--- src/rtl/sdram_defs.sv ---
// Shared SDRAM controller definitions: command encodings, mode-register timing
// defaults and the read-engine state type.
package sdram_defs;

    // {cs_n, ras_n, cas_n, we_n}
    localparam logic [3:0] CMD_NOP   = 4'b0111;
    localparam logic [3:0] CMD_PRE   = 4'b0010;
    localparam logic [3:0] CMD_AREF  = 4'b0001;
    localparam logic [3:0] CMD_ACT   = 4'b0011;
    localparam logic [3:0] CMD_READ  = 4'b0101;
    localparam logic [3:0] CMD_WRITE = 4'b0100;

    localparam int DEF_CAS_LAT   = 3;
    localparam int DEF_BURST_LEN = 4;
    localparam int DEF_TRCD      = 2;
    localparam int DEF_TRP       = 2;

    typedef enum logic [2:0] {
        S_IDLE,
        S_ACT,
        S_TRCD_W,
        S_READ,
        S_PRE,
        S_TRP_W,
        S_DRAIN
    } rd_state_e;

    function automatic int width_min1(input int v);
        return (v > 1) ? $clog2(v) : 1;
    endfunction

endpackage

--- src/rtl/sdram_read_capture.sv ---
// Read data capture: tracks in-flight bursts with a valid shift register and
// registers DQ while a burst is on the bus.
module sdram_rd_capture
    import sdram_defs::*;
#(
    parameter int CAS_LAT   = DEF_CAS_LAT,
    parameter int BURST_LEN = DEF_BURST_LEN,
    parameter int DW        = 16
) (
    input  logic          clk_i,
    input  logic          rst_n_i,
    input  logic          issue_i,
    input  logic [DW-1:0] dq_i,
    output logic [DW-1:0] data_o,
    output logic          vld_o,
    output logic          busy_o
);

    localparam int DEPTH = CAS_LAT + BURST_LEN;

    logic [DEPTH-1:0] sh_q;
    logic [DW-1:0]    data_q;
    logic             vld_q;
    logic             dq_live;

    // Bit k set means a READ went out k+1 cycles ago; DQ carries its burst
    // while the bit sits in the CAS_LAT-1 .. CAS_LAT+BURST_LEN-2 window.
    assign dq_live = |sh_q[CAS_LAT-1 +: BURST_LEN];

    always_ff @(posedge clk_i or negedge rst_n_i) begin
        if (!rst_n_i) begin
            sh_q   <= '0;
            data_q <= '0;
            vld_q  <= 1'b0;
        end else begin
            sh_q  <= {sh_q[DEPTH-2:0], issue_i};
            vld_q <= dq_live;
            if (dq_live) data_q <= dq_i;
        end
    end

    assign data_o = data_q;
    assign vld_o  = vld_q;
    assign busy_o = |sh_q;

endmodule

--- src/rtl/sdram_read.sv ---
// SDRAM read-path engine: reads one full row of bank 0 in BL bursts, yielding
// the command bus to refresh at burst boundaries and resuming afterwards.
module sdram_read
    import sdram_defs::*;
#(
    parameter int CAS_LAT   = DEF_CAS_LAT,
    parameter int BURST_LEN = DEF_BURST_LEN,
    parameter int TRCD      = DEF_TRCD,
    parameter int TRP       = DEF_TRP,
    parameter int COL_NUM   = 512
) (
    input  logic        sys_clk,
    input  logic        sys_rst_n,
    input  logic        rd_trig,
    input  logic [11:0] rd_row,
    input  logic        rd_en,
    input  logic        refr_req,
    output logic        rd_req,
    output logic        rd_end,
    output logic        rd_done,
    output logic [3:0]  rd_cmd,
    output logic [11:0] rd_addr,
    input  logic [15:0] sdram_dq,
    output logic [15:0] rd_data,
    output logic        rd_data_vld
);

    localparam int CW = width_min1(COL_NUM);
    localparam int BW = width_min1(BURST_LEN);

    rd_state_e     state_q;
    logic [11:0]   row_q;
    logic [CW-1:0] col_q;
    logic          row_active_q;
    logic [BW-1:0] burst_q;
    logic [3:0]    wait_q;
    logic [3:0]    cmd_q;
    logic [11:0]   addr_q;
    logic          req_q;
    logic          end_q;
    logic          done_q;
    logic          cap_busy;

    always_ff @(posedge sys_clk or negedge sys_rst_n) begin
        if (!sys_rst_n) begin
            state_q      <= S_IDLE;
            row_q        <= '0;
            col_q        <= '0;
            row_active_q <= 1'b0;
            burst_q      <= '0;
            wait_q       <= '0;
            cmd_q        <= CMD_NOP;
            addr_q       <= '0;
            req_q        <= 1'b0;
            end_q        <= 1'b0;
            done_q       <= 1'b0;
        end else begin
            end_q  <= 1'b0;
            done_q <= 1'b0;

            // end_q blocks a trigger landing on the final rd_end cycle
            if (rd_trig && state_q == S_IDLE && !row_active_q && !end_q) begin
                row_q        <= rd_row;
                col_q        <= '0;
                row_active_q <= 1'b1;
                req_q        <= 1'b1;
            end

            if (state_q != S_IDLE && !rd_en) begin
                state_q <= S_IDLE;
                cmd_q   <= CMD_NOP;
                addr_q  <= '0;
            end else begin
                case (state_q)
                    S_IDLE: begin
                        // Grant is still high during our own rd_end cycle
                        if (rd_en && row_active_q && !end_q) begin
                            state_q <= S_ACT;
                            cmd_q   <= CMD_ACT;
                            addr_q  <= row_q;
                        end
                    end
                    S_ACT: begin
                        state_q <= S_TRCD_W;
                        wait_q  <= '0;
                        cmd_q   <= CMD_NOP;
                        addr_q  <= '0;
                    end
                    S_TRCD_W: begin
                        if (wait_q == 4'(TRCD - 1)) begin
                            state_q <= S_READ;
                            burst_q <= '0;
                            cmd_q   <= CMD_READ;
                            addr_q  <= 12'(col_q);
                            col_q   <= col_q + CW'(BURST_LEN);
                        end else begin
                            wait_q <= wait_q + 4'd1;
                        end
                    end
                    S_READ: begin
                        cmd_q   <= CMD_NOP;
                        addr_q  <= '0;
                        burst_q <= burst_q + BW'(1);
                        if (burst_q == BW'(BURST_LEN - 1)) begin
                            // Pointer back at 0 here means the row is complete
                            if (col_q == '0 || refr_req) begin
                                state_q <= S_PRE;
                                cmd_q   <= CMD_PRE;
                            end else begin
                                burst_q <= '0;
                                cmd_q   <= CMD_READ;
                                addr_q  <= 12'(col_q);
                                col_q   <= col_q + CW'(BURST_LEN);
                            end
                        end
                    end
                    S_PRE: begin
                        state_q <= S_TRP_W;
                        wait_q  <= '0;
                        cmd_q   <= CMD_NOP;
                        addr_q  <= '0;
                    end
                    S_TRP_W: begin
                        if (wait_q == 4'(TRP - 1)) state_q <= S_DRAIN;
                        else                       wait_q  <= wait_q + 4'd1;
                    end
                    S_DRAIN: begin
                        if (!cap_busy) begin
                            state_q <= S_IDLE;
                            end_q   <= 1'b1;
                            if (col_q == '0) begin
                                done_q       <= 1'b1;
                                row_active_q <= 1'b0;
                                req_q        <= 1'b0;
                            end
                        end
                    end
                    default: state_q <= S_IDLE;
                endcase
            end
        end
    end

    sdram_rd_capture #(
        .CAS_LAT  (CAS_LAT),
        .BURST_LEN(BURST_LEN),
        .DW       (16)
    ) u_capture (
        .clk_i  (sys_clk),
        .rst_n_i(sys_rst_n),
        .issue_i(cmd_q == CMD_READ),
        .dq_i   (sdram_dq),
        .data_o (rd_data),
        .vld_o  (rd_data_vld),
        .busy_o (cap_busy)
    );

    assign rd_cmd  = cmd_q;
    assign rd_addr = addr_q;
    assign rd_req  = req_q;
    assign rd_end  = end_q;
    assign rd_done = done_q;

endmodule

--- config.mk ---
export PLATFORM = sky130hd
export DESIGN_NAME = sdram_read
export DESIGN_NICKNAME = d
export VERILOG_FILES = /design/src/rtl/sdram_defs.sv /design/src/rtl/sdram_read_capture.sv /design/src/rtl/sdram_read.sv
export SDC_FILE = /design/constraint.sdc
export NUM_CORES = 1
export LEC_CHECK = 0
export ABC_AREA = 1
export CORE_MARGIN = 2
export CORE_UTILIZATION = 50
export CTS_BUF_LIST = sky130_fd_sc_hd__clkbuf_8
export DETAILED_ROUTE_END_ITERATION = 16
export GPL_ROUTABILITY_DRIVEN = 0
export PLACE_DENSITY = 0.77
export REMOVE_ABC_BUFFERS = 1
export SETUP_SLACK_MARGIN = 0.15
export SLEW_MARGIN = 20
export SYNTH_ARGS = -nofsm -noshare
export SYNTH_HDL_FRONTEND = slang
export SYNTH_SLANG_ARGS = --single-unit
--- constraint.sdc ---
create_clock -name sys_clk -period 1.8 [get_ports sys_clk]
set_clock_uncertainty 0.15 [all_clocks]
set_input_delay 0.45 -clock sys_clk [delete_from_list [all_inputs] [get_ports sys_clk]]
set_output_delay 0.45 -clock sys_clk [all_outputs]
set_load 0.1 [all_outputs]
* Word-level counts from Yosys, hierarchy flattened *
Cells that the tools add are included.

word-level totals
  input port bits = 33
  bits in registers = 74
  logic and storage cells = 108

cells by class
  add/subtract/negate cells = 3
  mux-type cells = 49
  reduce and logical (&&, ||, !) cells = 24
  eq/ne operators = 17
  bitwise logic cells = 1

operators with widths
  kind                   number
  $mux W9                7
  $pmux W12 S4           1
  $mux W12               3
  $mux W3                9
  $pmux W3 S7            1
  $pmux W9 S2            1
  $mux W1                17
  $mux W4                4
  $pmux W4 S4            1
  $ne A3 B3 Y1 const B   5
  $add A9 B3 Y9 const B  1
  $eq A3 B3 Y1 const B   3
  $logic_not A9 Y1       1
  $reduce_and A3 Y1      3
  $pmux W4 S2            1
  $reduce_or A7 Y1       1
  $eq A3 B2 Y1 const B   2
  $logic_and A1 B1 Y1    6
  $mux W2                3
  $reduce_and A6 Y1      1
  $reduce_bool A5 Y1     1
  $add A4 B1 Y4 const B  1
  $eq A4 B1 Y1 const B   1
  $eq A4 B3 Y1 const B   1
  other kinds (14)       19

* Longest topological paths before layout *
  depth in word-level cells = 9
  gate-level depth with buffers = 12

* Cells and area by module *
Synthesis repeated with hierarchy kept, for this count alone.

second synthesis, totals
  cell total of the unflattened synthesis = 387
  area total of the unflattened synthesis = 3328.2 um2

modules (own cells, without submodules)
  module            area each (um2)  times used  seq. area each (um2)  cells each
  sdram_read        2453.6           1           1229.9                306
  sdram_rd_capture  874.6            1           600.6                 81

* Worst setup path before layout *
No wires, ideal clock.

  kind = register to register
  from = register end_q (netlist: rd_end)
  to = register addr_q[0] (netlist: rd_addr[0])
  cell stages (with the launch flop) = 8
  setup slack = -0.013 ns
  library setup time = 0.070 ns
  arrival time = 1.593 ns
  path through = dfrtp_1 -> o21ai_2 -> nand3_2 -> nand2_2 -> inv_2 -> buf_6 -> nand2_1 -> nand3_1

on the way
  cells in the longest elaborated chain, start to end = 4

RTL lines
  element                      line               text
  start: declaration           sdram_read.sv:40   logic end_q;
  start signal: assignment     sdram_read.sv:55   end_q <= 1'b0;
  start signal: assignment     sdram_read.sv:58   end_q <= 1'b0;
  start signal: assignment     sdram_read.sv:130  end_q <= 1'b1;
  $logic_not A1 Y1             sdram_read.sv:77   if (rd_en && row_active_q && !end_q) begin
  $logic_and A1 B1 Y1          sdram_read.sv:77
  $ne A3 B1 Y1 (no line)       n/a
  $reduce_and A3 Y1 (no line)  n/a
  end signal: assignment       sdram_read.sv:80   addr_q <= row_q;
  end signal: assignment       sdram_read.sv:94   addr_q <= 12'(col_q);
  end signal: assignment       sdram_read.sv:112  addr_q <= 12'(col_q);
  end: declaration             sdram_read.sv:38   logic [11:0] addr_q;

Every way passes these cells.
A chain may end at the register's enable or synchronous reset.

* Worst setup path after layout *
  from = register cmd_q[2] (netlist: rd_cmd[2])
  to = output rd_cmd[2]

RTL lines
  element                   line              text
  start: declaration        sdram_read.sv:37  logic [3:0] cmd_q;
  start signal: assignment  sdram_read.sv:52  cmd_q <= CMD_NOP;
  start signal: assignment  sdram_read.sv:71  cmd_q <= CMD_NOP;
  start signal: assignment  sdram_read.sv:79  cmd_q <= CMD_ACT;
  end: declaration          sdram_read.sv:21  output logic [3:0] rd_cmd,

No word-level cell between the ends.

==> metrics.txt <==
# TYPE chip_impl_metric gauge
chip_impl_metric{name="detail_route.drc_violations",unit=""} 0
chip_impl_metric{name="row_count",unit=""} 29
chip_impl_metric{name="worstSkewPairLatency",unit="ns"} 0.35
chip_impl_info{name="path_class",value="reg2out"} 1
chip_impl_metric{name="avgViaCountPerCell",unit=""} 5.45
chip_impl_metric{name="vias_in_the_first_global_route",unit=""} 3058
chip_impl_metric{name="drt-wirelength-per-cell",unit="um"} 16.8
chip_impl_metric{name="average_cell_area_after_synthesis",unit="sq um"} 9.30
chip_impl_metric{name="cts.reportedPaths.clkPinSlew",unit="ns"} 0.08
chip_impl_info{name="crit_path_end_kind",value="output pin"} 1
chip_impl_metric{name="io_buffer_count",unit=""} 67
chip_impl_metric{name="synthesis.instances",unit=""} 363
chip_impl_metric{name="min_period",unit="ns"} 1.71
chip_impl_metric{name="postRouteWirelength",unit="um"} 9410
chip_impl_info{name="grt_setup_unrepaired",value="yes"} 1
chip_impl_metric{name="critical_path.max_fanout",unit=""} 2
chip_impl_metric{name="cts_sinks",unit=""} 73
chip_impl_metric{name="maxCapViolCount",unit=""} 0
chip_impl_metric{name="synth_seq_cells",unit=""} 73
chip_impl_metric{name="groute.usage.overall",unit="%"} 24.3
chip_impl_metric{name="timing.fmax",unit="GHz"} 0.586
chip_impl_metric{name="timing_hold_violations_final",unit=""} 0
chip_impl_metric{name="synth_top_area_share",unit="%"} 51.9
chip_impl_metric{name="arrival",unit="ns"} 1.11
chip_impl_info{name="synth_top_cell_by_area",value="dfrtp_1"} 1
chip_impl_info{name="critical_path.reg2reg.endpoint",value="state_q[0]"} 1
chip_impl_metric{name="drive_above_1_share",unit="%"} 37.8
chip_impl_metric{name="synth-warning-count",unit=""} 0
chip_impl_info{name="result_of_the_run",value="completed"} 1
chip_impl_info{name="critical_path.cell_chain",value="buf_12"} 1
chip_impl_metric{name="globalRouteOverflowTotal",unit=""} 0
chip_impl_metric{name="fp.dieArea",unit="sq mm"} 0.00742
chip_impl_metric{name="area_delta_synth_final",unit="%"} 55.7
chip_impl_metric{name="path_depth",unit=""} 1
chip_impl_metric{name="timing.final.max_slew_violations",unit=""} 0
chip_impl_metric{name="totalPowerFinal",unit="uW"} 11400
chip_impl_metric{name="total_negative_slack_for_setup_checks",unit="ns"} 0
chip_impl_metric{name="cts_buffer_depth",unit=""} 2
chip_impl_metric{name="power.leakage",unit="uW"} 0.00251
chip_impl_metric{name="design.core.area",unit="sq mm"} 0.00642
chip_impl_info{name="startpoint_type",value="flip-flop"} 1
chip_impl_metric{name="nNetsFinal",unit=""} 517
chip_impl_metric{name="start_util",unit="%"} 52.6
chip_impl_metric{name="post_synth_instance_area",unit="sq mm"} 0.00338
chip_impl_metric{name="synth_cell_types",unit=""} 33
chip_impl_metric{name="drtPass1Iterations",unit=""} 5
chip_impl_info{name="netlist_top_cells_area",value="dfrtp_1 52%, nand2_1 10%, mux2_2 5.3%"} 1
chip_impl_info{name="endpoint",value="rd_cmd[2]"} 1
chip_impl_metric{name="cts-buffers-inserted",unit=""} 9
chip_impl_metric{name="antenna_violating_nets_post_route",unit=""} 0
chip_impl_metric{name="dp_hpwl",unit="um"} 6130
chip_impl_metric{name="i_o_pin_count",unit=""} 69
chip_impl_metric{name="r2r_cells",unit=""} 10
chip_impl_metric{name="num_antenna_cells",unit=""} 0
chip_impl_metric{name="reg2reg_slack",unit="ns"} 0.10
chip_impl_metric{name="power_density",unit="mW/mm^2"} 2170
chip_impl_metric{name="highest_cell_delay_on_the_worst_timing_path",unit="ns"} 0.57
chip_impl_metric{name="crit_buf_inv",unit=""} 1
chip_impl_metric{name="max-vdd-ir-drop",unit="V"} 0.00117
chip_impl_metric{name="sequential_cell_area",unit="sq mm"} 0.00184
chip_impl_metric{name="synth_enable_flop_cells",unit=""} 0
chip_impl_metric{name="cts-htree-levels",unit=""} 3
chip_impl_metric{name="grt_pass1_wl",unit="um"} 14000
chip_impl_metric{name="drt_iter0_markers",unit=""} 207
chip_impl_metric{name="num_vias",unit=""} 3060
chip_impl_info{name="timing.critical_path.max_delay_family",value="flip-flops"} 1
chip_impl_metric{name="cp.required",unit="ns"} 1.20
chip_impl_metric{name="multi_input_comb_area",unit="sq mm"} 0.00152
chip_impl_metric{name="fp.dieH",unit="um"} 86.2
chip_impl_metric{name="final_critical_path_share_of_the_clock_period",unit="%"} 94.8
chip_impl_metric{name="grt_max_degree",unit=""} 33
chip_impl_metric{name="setup_violations",unit=""} 0
chip_impl_info{name="dominantRegCellSynth",value="dfrtp_1"} 1
chip_impl_info{name="reg2reg_from",value="col_q[3]"} 1
chip_impl_info{name="tritoncts",value="yes"} 1
chip_impl_info{name="min-delay-path-class",value="reg2reg"} 1
chip_impl_info{name="startpoint",value="rd_cmd[2]"} 1
chip_impl_info{name="cts.root.buffer_cell",value="clkbuf_8"} 1
chip_impl_metric{name="antenna_found_initial",unit=""} 0
chip_impl_info{name="crit_slowest_cell",value="dfstp_2"} 1
chip_impl_metric{name="ys_async_sr_fraction",unit="%"} 100
chip_impl_metric{name="die-width",unit="um"} 86.2
chip_impl_metric{name="final_util",unit="%"} 81.8
chip_impl_metric{name="ys_seq_area_share",unit="%"} 54.2
chip_impl_metric{name="fill_cells",unit=""} 358
==> placed cells by master, fill, tap and decap left out, drive strengths merged, types with 2 or more instances in the layout <==
master         count
clkdlybuf4s50     30
clkinv             3
o21bai             2
o21ai             18
buf               85
nand3             33
clkbuf             9
nor3               4
o22ai              4
mux2              16
dfrtp             70
inv               40
nand2             97
xor2               4
ha                 5
a21oi              6
nand4             20
dfstp              3
nor2              26
==> sequential cells by signal (all words and copies together) (netlist names), 3 cells and up <==
register	count
u_capture.sh_q	7
rd_addr	12
row_q	12
col_q	9
state_q	3
wait_q	4
rd_cmd	3
u_capture.data_o	16
==> repair_timing <==
item	4_1_cts	5_1_grt
pin swaps	12	12
resized for setup	31	39
setup endpoints to repair	46	39
endpoints found under the hold margin	17	0
buffers inserted	9	5
hold buffers	1	0
cloned	1	1
==> per-layer routing <==
layer  GRT usage (%)  part of all wire, %
met5               0                    0
met4            7.07                  3.0
met3            6.83                  7.7
met2            39.5                   48
met1            32.0                   41
==> worst min path at each step <==
stage | slack [ns] | from | to | cells past startpoint
2_1_floorplan | 0.004 | sys_rst_n | burst_q[0] | 0
3_3_place_gp | 0.21 | u_capture.sh_q[3] | u_capture.sh_q[4] | 0
3_5_place_dp | 0.21 | u_capture.sh_q[3] | u_capture.sh_q[4] | 0
4_1_cts | 0.23 | u_capture.sh_q[3] | u_capture.sh_q[4] | 0
5_1_grt | 0.25 | u_capture.sh_q[3] | u_capture.sh_q[4] | 0
6_report | 0.23 | u_capture.sh_q[3] | u_capture.sh_q[4] | 0
==> cell type report <==
| class | instances | area share, % |
|---|---|---|
| sequential | 73 | 34.9 |
| tap | 77 | 1.83 |
| clock buffer | 9 | 2.36 |
| multi-input combinational | 240 | 29.0 |
| timing repair buffer | 117 | 27.6 |
| clock inverter | 7 | 1.48 |
| inverter | 38 | 2.86 |
==> per-stage QoR <==
step	instances	hold slack (ns)	cell area, sq um	worst slack, ns
after floorplan	351	0.00441	3290	-0.726
after global placement	528	0.206	4690	-0.201
after detailed placement	528	0.212	4690	-0.249
after CTS	555	0.234	5070	0.0835
after global routing	561	0.246	5260	0.00272
final	561	0.234	5260	0.0932
==> logic make-up after synthesis <==
| logic type | after synthesis | share of synthesized area (%) |
|---|---|---|
| flops | 73 | 54.2 |
| fa+ha+maj | 5 | 1.85 |
| buf+inv | 50 | 6.71 |
| xor+xnor | 5 | 1.30 |
| simple gates | 183 | 24.9 |
| other cells | 1 | 0.111 |
| compound gates | 30 | 5.52 |
| mux | 16 | 5.34 |
==> power by group <==
| group | leakage, uW | total (uW) | internal (uW) | switching [uW] |
|---|---|---|---|---|
| combinational | 0.00148 | 7190 | 2800 | 4390 |
| clock | 0.000100 | 1320 | 652 | 667 |
| sequential | 0.000921 | 2910 | 2310 | 595 |
| total | 0.00251 | 11400 | 5760 | 5650 |
==> synthesized netlist by cell type, drive strengths merged (3+ instances only) <==
master,instances
dfstp,3
inv,38
dfrtp,70
nand2,97
nor2,26
nand4,20
ha,5
xor2,4
nand3,33
buf,11
nor3,4
mux2,16
a21oi,6
o22ai,4
o21ai,18
Power figures use the tool's default switching activity.
